File: src/rtl/rf_pkg.sv
// Shared types and constants for the scoreboarded register file.
package rf_pkg;
  localparam int XLEN_DEF  = 32;
  localparam int NREGS_DEF = 32;
  localparam int REG_ZERO  = 0;

  typedef enum logic {
    RF_INIT  = 1'b0,
    RF_READY = 1'b1
  } rf_state_t;
endpackage

File: src/rtl/reg_file_sb_if.sv
// Register-file bus: two read ports, one write port, issue tracking and status.
// Reads and pend outputs are combinational from the addresses; writes and issues
// take effect on the rising clock edge, only while ready=1.
interface reg_file_sb_if
  import rf_pkg::*;
#(
  parameter int XLEN  = XLEN_DEF,
  parameter int NREGS = NREGS_DEF,
  parameter int AW    = $clog2(NREGS)
);
  logic [AW-1:0]   a1;
  logic [AW-1:0]   a2;
  logic [XLEN-1:0] rd1;
  logic [XLEN-1:0] rd2;
  logic [AW-1:0]   a3;
  logic            we3;
  logic [XLEN-1:0] wd3;
  logic            iss_en;
  logic [AW-1:0]   iss_rd;
  logic            pend1;
  logic            pend2;
  logic            ready;
  rf_state_t       state;

  modport master (
    output a1, a2, a3, we3, wd3, iss_en, iss_rd,
    input  rd1, rd2, pend1, pend2, ready, state
  );

  modport slave (
    input  a1, a2, a3, we3, wd3, iss_en, iss_rd,
    output rd1, rd2, pend1, pend2, ready, state
  );
endinterface

File: src/rtl/rf_scoreboard.sv
// Per-register pending bits; an issue to r sets, a writeback to r clears, and a
// same-edge issue beats the clear. Optional macro RF_BYPASS_EN hides pend early.
module rf_scoreboard
  import rf_pkg::*;
#(
  parameter int NREGS = NREGS_DEF,
  parameter int AW    = $clog2(NREGS)
) (
  input  logic          clk,
  input  logic          rst,
  input  logic          clr_en,
  input  logic          iss_en,
  input  logic [AW-1:0] iss_rd,
  input  logic          we3,
  input  logic [AW-1:0] a3,
  input  logic [AW-1:0] a1,
  input  logic [AW-1:0] a2,
  output logic          pend1,
  output logic          pend2
);
  logic [NREGS-1:0] pending;
  logic             wb_valid;

  assign wb_valid = clr_en && we3 && (a3 != AW'(REG_ZERO));

  always_ff @(posedge clk) begin
    if (rst) begin
      pending <= '0;
    end else begin
      pending[0] <= 1'b0;
      for (int r = 1; r < NREGS; r++) begin
        // the issuing instruction is younger than the one writing back
        if (iss_en && (iss_rd == AW'(r)))
          pending[r] <= 1'b1;
        else if (wb_valid && (a3 == AW'(r)))
          pending[r] <= 1'b0;
      end
    end
  end

`ifdef RF_BYPASS_EN
  assign pend1 = pending[a1] && !(wb_valid && (a1 == a3));
  assign pend2 = pending[a2] && !(wb_valid && (a2 == a3));
`else
  assign pend1 = pending[a1];
  assign pend2 = pending[a2];
`endif
endmodule

File: src/rtl/reg_file_sb.sv
// Integer register file with post-reset clear sequencer and pending scoreboard.
// Optional macro RF_BYPASS_EN forwards same-cycle write data to the read ports.
module reg_file_sb
  import rf_pkg::*;
#(
  parameter int XLEN  = XLEN_DEF,
  parameter int NREGS = NREGS_DEF,
  parameter int AW    = $clog2(NREGS)
) (
  input  logic               clk,
  input  logic               rst,
  reg_file_sb_if.slave       bus
);
  logic [XLEN-1:0] regs [NREGS];
  rf_state_t       state, state_n;
  logic [AW:0]     clr_cnt;
  logic            active;
  logic            sb_pend1, sb_pend2;
  logic [XLEN-1:0] rdata1, rdata2;

  assign active = (state == RF_READY);

  always_ff @(posedge clk) begin
    if (rst) begin
      state   <= RF_INIT;
      clr_cnt <= '0;
    end else begin
      state <= state_n;
      if (state == RF_INIT) clr_cnt <= clr_cnt + 1'b1;
    end
  end

  always_comb begin
    state_n = state;
    if ((state == RF_INIT) && (clr_cnt == (AW+1)'(NREGS - 1))) state_n = RF_READY;
  end

  // storage is only ever cleared by the sequencer, never by rst directly
  always_ff @(posedge clk) begin
    if (!rst) begin
      if (state == RF_INIT)
        regs[clr_cnt[AW-1:0]] <= '0;
      else if (bus.we3 && (bus.a3 != AW'(REG_ZERO)))
        regs[bus.a3] <= bus.wd3;
    end
  end

  always_comb begin
    rdata1 = regs[bus.a1];
    rdata2 = regs[bus.a2];
`ifdef RF_BYPASS_EN
    if (bus.we3 && (bus.a3 != AW'(REG_ZERO)) && (bus.a1 == bus.a3)) rdata1 = bus.wd3;
    if (bus.we3 && (bus.a3 != AW'(REG_ZERO)) && (bus.a2 == bus.a3)) rdata2 = bus.wd3;
`endif
  end

  rf_scoreboard #(.NREGS(NREGS), .AW(AW)) u_sb (
    .clk    (clk),
    .rst    (rst),
    .clr_en (active),
    .iss_en (bus.iss_en && active),
    .iss_rd (bus.iss_rd),
    .we3    (bus.we3),
    .a3     (bus.a3),
    .a1     (bus.a1),
    .a2     (bus.a2),
    .pend1  (sb_pend1),
    .pend2  (sb_pend2)
  );

  assign bus.ready = active && !rst;
  assign bus.state = state;
  assign bus.rd1   = (bus.ready && (bus.a1 != AW'(REG_ZERO))) ? rdata1 : '0;
  assign bus.rd2   = (bus.ready && (bus.a2 != AW'(REG_ZERO))) ? rdata2 : '0;
  assign bus.pend1 = bus.ready && sb_pend1;
  assign bus.pend2 = bus.ready && sb_pend2;
endmodule

File: src/flat_wrapper.sv
// flat-port wrapper written by rule: the top's interface ports become plain ports
module reg_file_sb_flat import rf_pkg::*;
#(
  parameter int XLEN  = XLEN_DEF,
  parameter int NREGS = NREGS_DEF,
  parameter int AW    = $clog2(NREGS)
)
  (clk, rst, bus_a1, bus_a2, bus_a3, bus_we3, bus_wd3, bus_iss_en, bus_iss_rd, bus_rd1, bus_rd2, bus_pend1, bus_pend2, bus_ready, bus_state);
  reg_file_sb_if #(.XLEN(XLEN), .NREGS(NREGS), .AW(AW)) bus_i ();
  input  logic clk;
  input  logic rst;
  input wire logic [$bits(bus_i.a1)-1:0] bus_a1;
  input wire logic [$bits(bus_i.a2)-1:0] bus_a2;
  input wire logic [$bits(bus_i.a3)-1:0] bus_a3;
  input wire logic [$bits(bus_i.we3)-1:0] bus_we3;
  input wire logic [$bits(bus_i.wd3)-1:0] bus_wd3;
  input wire logic [$bits(bus_i.iss_en)-1:0] bus_iss_en;
  input wire logic [$bits(bus_i.iss_rd)-1:0] bus_iss_rd;
  output wire logic [$bits(bus_i.rd1)-1:0] bus_rd1;
  output wire logic [$bits(bus_i.rd2)-1:0] bus_rd2;
  output wire logic [$bits(bus_i.pend1)-1:0] bus_pend1;
  output wire logic [$bits(bus_i.pend2)-1:0] bus_pend2;
  output wire logic [$bits(bus_i.ready)-1:0] bus_ready;
  output wire logic [$bits(bus_i.state)-1:0] bus_state;
  assign bus_i.a1 = bus_a1;
  assign bus_i.a2 = bus_a2;
  assign bus_i.a3 = bus_a3;
  assign bus_i.we3 = bus_we3;
  assign bus_i.wd3 = bus_wd3;
  assign bus_i.iss_en = bus_iss_en;
  assign bus_i.iss_rd = bus_iss_rd;
  assign bus_rd1 = bus_i.rd1;
  assign bus_rd2 = bus_i.rd2;
  assign bus_pend1 = bus_i.pend1;
  assign bus_pend2 = bus_i.pend2;
  assign bus_ready = bus_i.ready;
  assign bus_state = bus_i.state;
  reg_file_sb #(.XLEN(XLEN), .NREGS(NREGS), .AW(AW)) u_core (.clk(clk), .rst(rst), .bus(bus_i));
endmodule
File: config.mk
export PLATFORM = sky130hd
export DESIGN_NAME = reg_file_sb_flat
export DESIGN_NICKNAME = d
export VERILOG_FILES = /design/src/rtl/rf_pkg.sv /design/src/rtl/reg_file_sb_if.sv /design/src/rtl/rf_scoreboard.sv /design/src/rtl/reg_file_sb.sv /design/src/flat_wrapper.sv
export SDC_FILE = /design/constraint.sdc
export NUM_CORES = 1
export LEC_CHECK = 0
export CAP_MARGIN = 25
export CORE_ASPECT_RATIO = 1.5
export CORE_MARGIN = 1.5
export CORE_UTILIZATION = 62
export DETAILED_ROUTE_END_ITERATION = 16
export PLACE_DENSITY_LB_ADDON = 0.05
export SLEW_MARGIN = 10
export SYNTH_ARGS = -nofsm -noshare
export SYNTH_HDL_FRONTEND = slang
export SYNTH_SLANG_ARGS = --single-unit
File: constraint.sdc
create_clock -name clk -period 5.9 [get_ports clk]
set_input_delay 1.18 -clock clk [delete_from_list [all_inputs] [get_ports clk]]
set_output_delay 1.18 -clock clk [all_outputs]
set_load 0.02 [all_outputs]
==> impl_metrics.tcl <==
set metrics [dict create \
    startpoint "bus_a1[2]" \
    post-route-period-util_pct 95.9 \
    drv.max_cap_violation_count 0 \
    grt_antenna_before_repair 5 \
    num-fill-cells 4716 \
    power.switching_mw 3.43 \
    clock-root-buffer "clkbuf_16" \
    start_util_pct 62.8 \
    holdCritPathClass "flip-flop to flip-flop" \
    dpl.cell_count 3651 \
    finalSetupViolations 0 \
    wirelength_um 152000 \
    instances_no_fill 3838 \
    wl_per_cell_um 39.7 \
    synth_top_area_cell "edfxtp_1" \
    worst-slew-pin-transition_ns 1.15 \
    die-height_um 349 \
    first_global_vias 30792 \
    cpPeakStageDelay_ns 0.73 \
    cts_inserted_buffers 95 \
    yosys_cell_types 56 \
    clkSlewWorstSetupHoldPaths_ns 0.07 \
    grt_overflow_total 0 \
    timing.critical_path.arrival_ns 4.48 \
    post_synthesis_cell_count 2564 \
    yosysWarningCount 0 \
    pin_count_of_the_biggest_net_entering_global_routing 74 \
    antenna_cells_inserted 0 \
    cp-end-kind "output port" \
    fp.dieW_um 234 \
    seq_area_frac_synth_pct 63.5 \
    drt_drc_violations_left 0 \
    port_buffers 123 \
    crit_cells 7 \
    setup_tns_ns 0 \
    synth-seq-cells 1062 \
    rsz0062_at_grt "false" \
    htree_num_levels 3 \
    p_leak_nw 19.0 \
    setup.worst_path.start_class "input pin" \
    critical_path.cell_chain "buf_6 > buf_4 > nor2b_4 > buf_12 > a2111oi_0 > nor3_1 > clkdlybuf4s50_1" \
    synth_area_per_cell_um2 19.3 \
    coreArea_um2 79000 \
    setup_ws_ns 0.245 \
    final-hold-violation-count 0 \
    grt_first_pass_wirelength_um 216000 \
    maximum_buffer_depth_of_the_clock_tree 3 \
    p_clk_share_pct 41.8 \
    multiInputGateArea_um2 17300 \
    synth.top_cells.by_area "edfxtp_1, mux4_2, mux2i_1" \
    std_cell_rows 126 \
    synth_top_area_share_pct 62.0 \
    crit_required_ns 4.72 \
    cellPowerDensity_nw_per_um2 283 \
    timing.final.max_slew_violations 0 \
    cts-resized-gates 0 \
    globalplace.congestion 0.874 \
    detail_route.iter0.violations 4295 \
    skew_ns 0.0146 \
    layout-drive-gt1-share_pct 31.3 \
    synth_top_cells_by_count "edfxtp_1, mux4_2, mux2i_1" \
    grt_usage_pct 38.2 \
    synth_edf_count 1024 \
    design.portCount 124 \
    sequentialPowerShare_pct 51.5 \
    start_to_end_type_of_the_worst_setup_path "input pin to output port" \
    syn2layout_area_growth_pct 13.5 \
    yosysMostFrequentCell "edfxtp_1" \
    insertion_delay_ns 0.68 \
    ant_nets 0 \
    intPower_mw 12.5 \
    power.ir.vdd_worst_mv 0.274 \
    status "completed" \
    cts_num_sinks 1062 \
    timing.fmax_mhz 177 \
    worstSetupEndpoint "bus_rd1[14]" \
    r2r-end "u_core.regs[12][9]$_DFFE_PP_" \
    path_delay_family "buffers and inverters" \
    async_reset_ff_share_pct 0 \
    vias 29835 \
    layout.nets 2796 \
    net_switching_fraction_of_the_power_pct 21.5 \
    seqCellArea_um2 31500 \
    drt-vias-per-instance 7.77 \
    final.min_clock_period_ns 5.66 \
    firstDrtPassIters 8 \
    reg2regPathDepth 6 \
    netlist_area_um2 49600 \
    cts_tree "yes" \
    cts_hold_repair.buffers 0 \
    power_frac_comb_pct 6.8 \
    synthesis.nets 2621 \
    design.die.area_um2 81700 \
    hp-start "u_core.u_sb.pending[7]$_SDFFE_PP0P_" \
    critical_path.n_buffers_inverters 4 \
    reg2reg_setup_slack_ns 2.54 \
    timing.critical_path.slowest_stage_cell "clkdlybuf4s50_1" \
    headroom_to_the_max_slew_limit_pct 23.6 \
    postCtsSetupBuffers 0 \
    final_core_utilization_pct 71.3 \
    detailedPlacementHpwl_um 88800 \
    dp_slack_ns 0.391 \
    critical_path.reg2reg.startpoint "u_core.bus.state$_SDFFE_PP0P_" \
    critical_path_peak_fanout 53 \
    yosys_most_used_dff "edfxtp_1" \
]
[per-stage QoR]
stage                     power [mW]  hold WS (ns)  cell area [um2]
final                           15.9         0.498            56300
after global routing            16.3         0.520            56300
after detailed placement        9.44         0.484            52800
after CTS                       16.0         0.493            56100
after floorplan                 9.09         0.460            49600
after global placement          9.42         0.474            52700
[registers in the layout, indices dropped and copies added (netlist names)]
signal,count
u_core.regs,1024
u_core.bus.state,1
u_core.u_sb.pending,31
u_core.clr_cnt,6
[tightest hold or removal path: stages, from the launching register on]
cell	delay, ns
dfxtp_1	0.32
o21ai_0	0.07
a21oi_1	0.06
[power groups by stage]
stage | sequential (mW) | combinational [mW] | clock [mW]
floorplan | 8.36 | 0.725 | 0
global placement | 8.37 | 1.06 | 0
detailed placement | 8.37 | 1.07 | 0
CTS | 8.21 | 1.07 | 6.69
global route | 8.21 | 1.12 | 6.97
finish | 8.21 | 1.08 | 6.66
[kinds of logic after synthesis]
family                     Yosys count  share of synthesized area, %
DFF                               1062                          63.5
muxes                              731                          26.4
AOI/OAI and AO/OA                  336                          5.59
and+or+nand+nor                    216                          2.27
buffers and inverters              214                          2.13
xor gates and xnor gates             4                        0.0706
adders and majority gates            1                        0.0252
[final cells by class]
type / instances / area share [%]
sequential: 1062 / 56.0
multi-input combinational: 1288 / 30.6
timing repair buffer: 289 / 5.21
clock buffer: 109 / 4.39
tap: 1024 / 2.28
clock inverter: 63 / 1.48
inverter: 3 / 0.0200
[how the worst min path moves through the flow]
stage,end,slack (ns),cells past startpoint
after detailed placement,u_core.u_sb.pending[7]$_SDFFE_PP0P_,0.48,2
after global placement,u_core.u_sb.pending[13]$_SDFFE_PP0P_,0.47,2
after global routing,u_core.u_sb.pending[13]$_SDFFE_PP0P_,0.52,2
after floorplan,u_core.u_sb.pending[22]$_SDFFE_PP0P_,0.46,2
final,u_core.u_sb.pending[7]$_SDFFE_PP0P_,0.50,2
after CTS,u_core.u_sb.pending[7]$_SDFFE_PP0P_,0.49,2
[cell usage in the layout (no fill, tap or decap), types with 33 or more instances in the layout]
cell type,instances
dfxtp_1,38
edfxtp_1,1024
o22a_1,33
buf_4,147
clkbuf_16,96
mux4_2,461
clkdlybuf4s50_1,92
mux2i_1,267
nand2_1,38
nor3_1,36
o221ai_1,64
a21oi_1,34
a22o_1,65
[per-layer routing]
metal | wire (um) | GRT usage [%]
met2 | 75000 | 62.0
met4 | 8260 | 18.4
met3 | 16700 | 7.81
met5 | 27 | 0
met1 | 52200 | 49.9
Power figures use the tool's default switching activity.
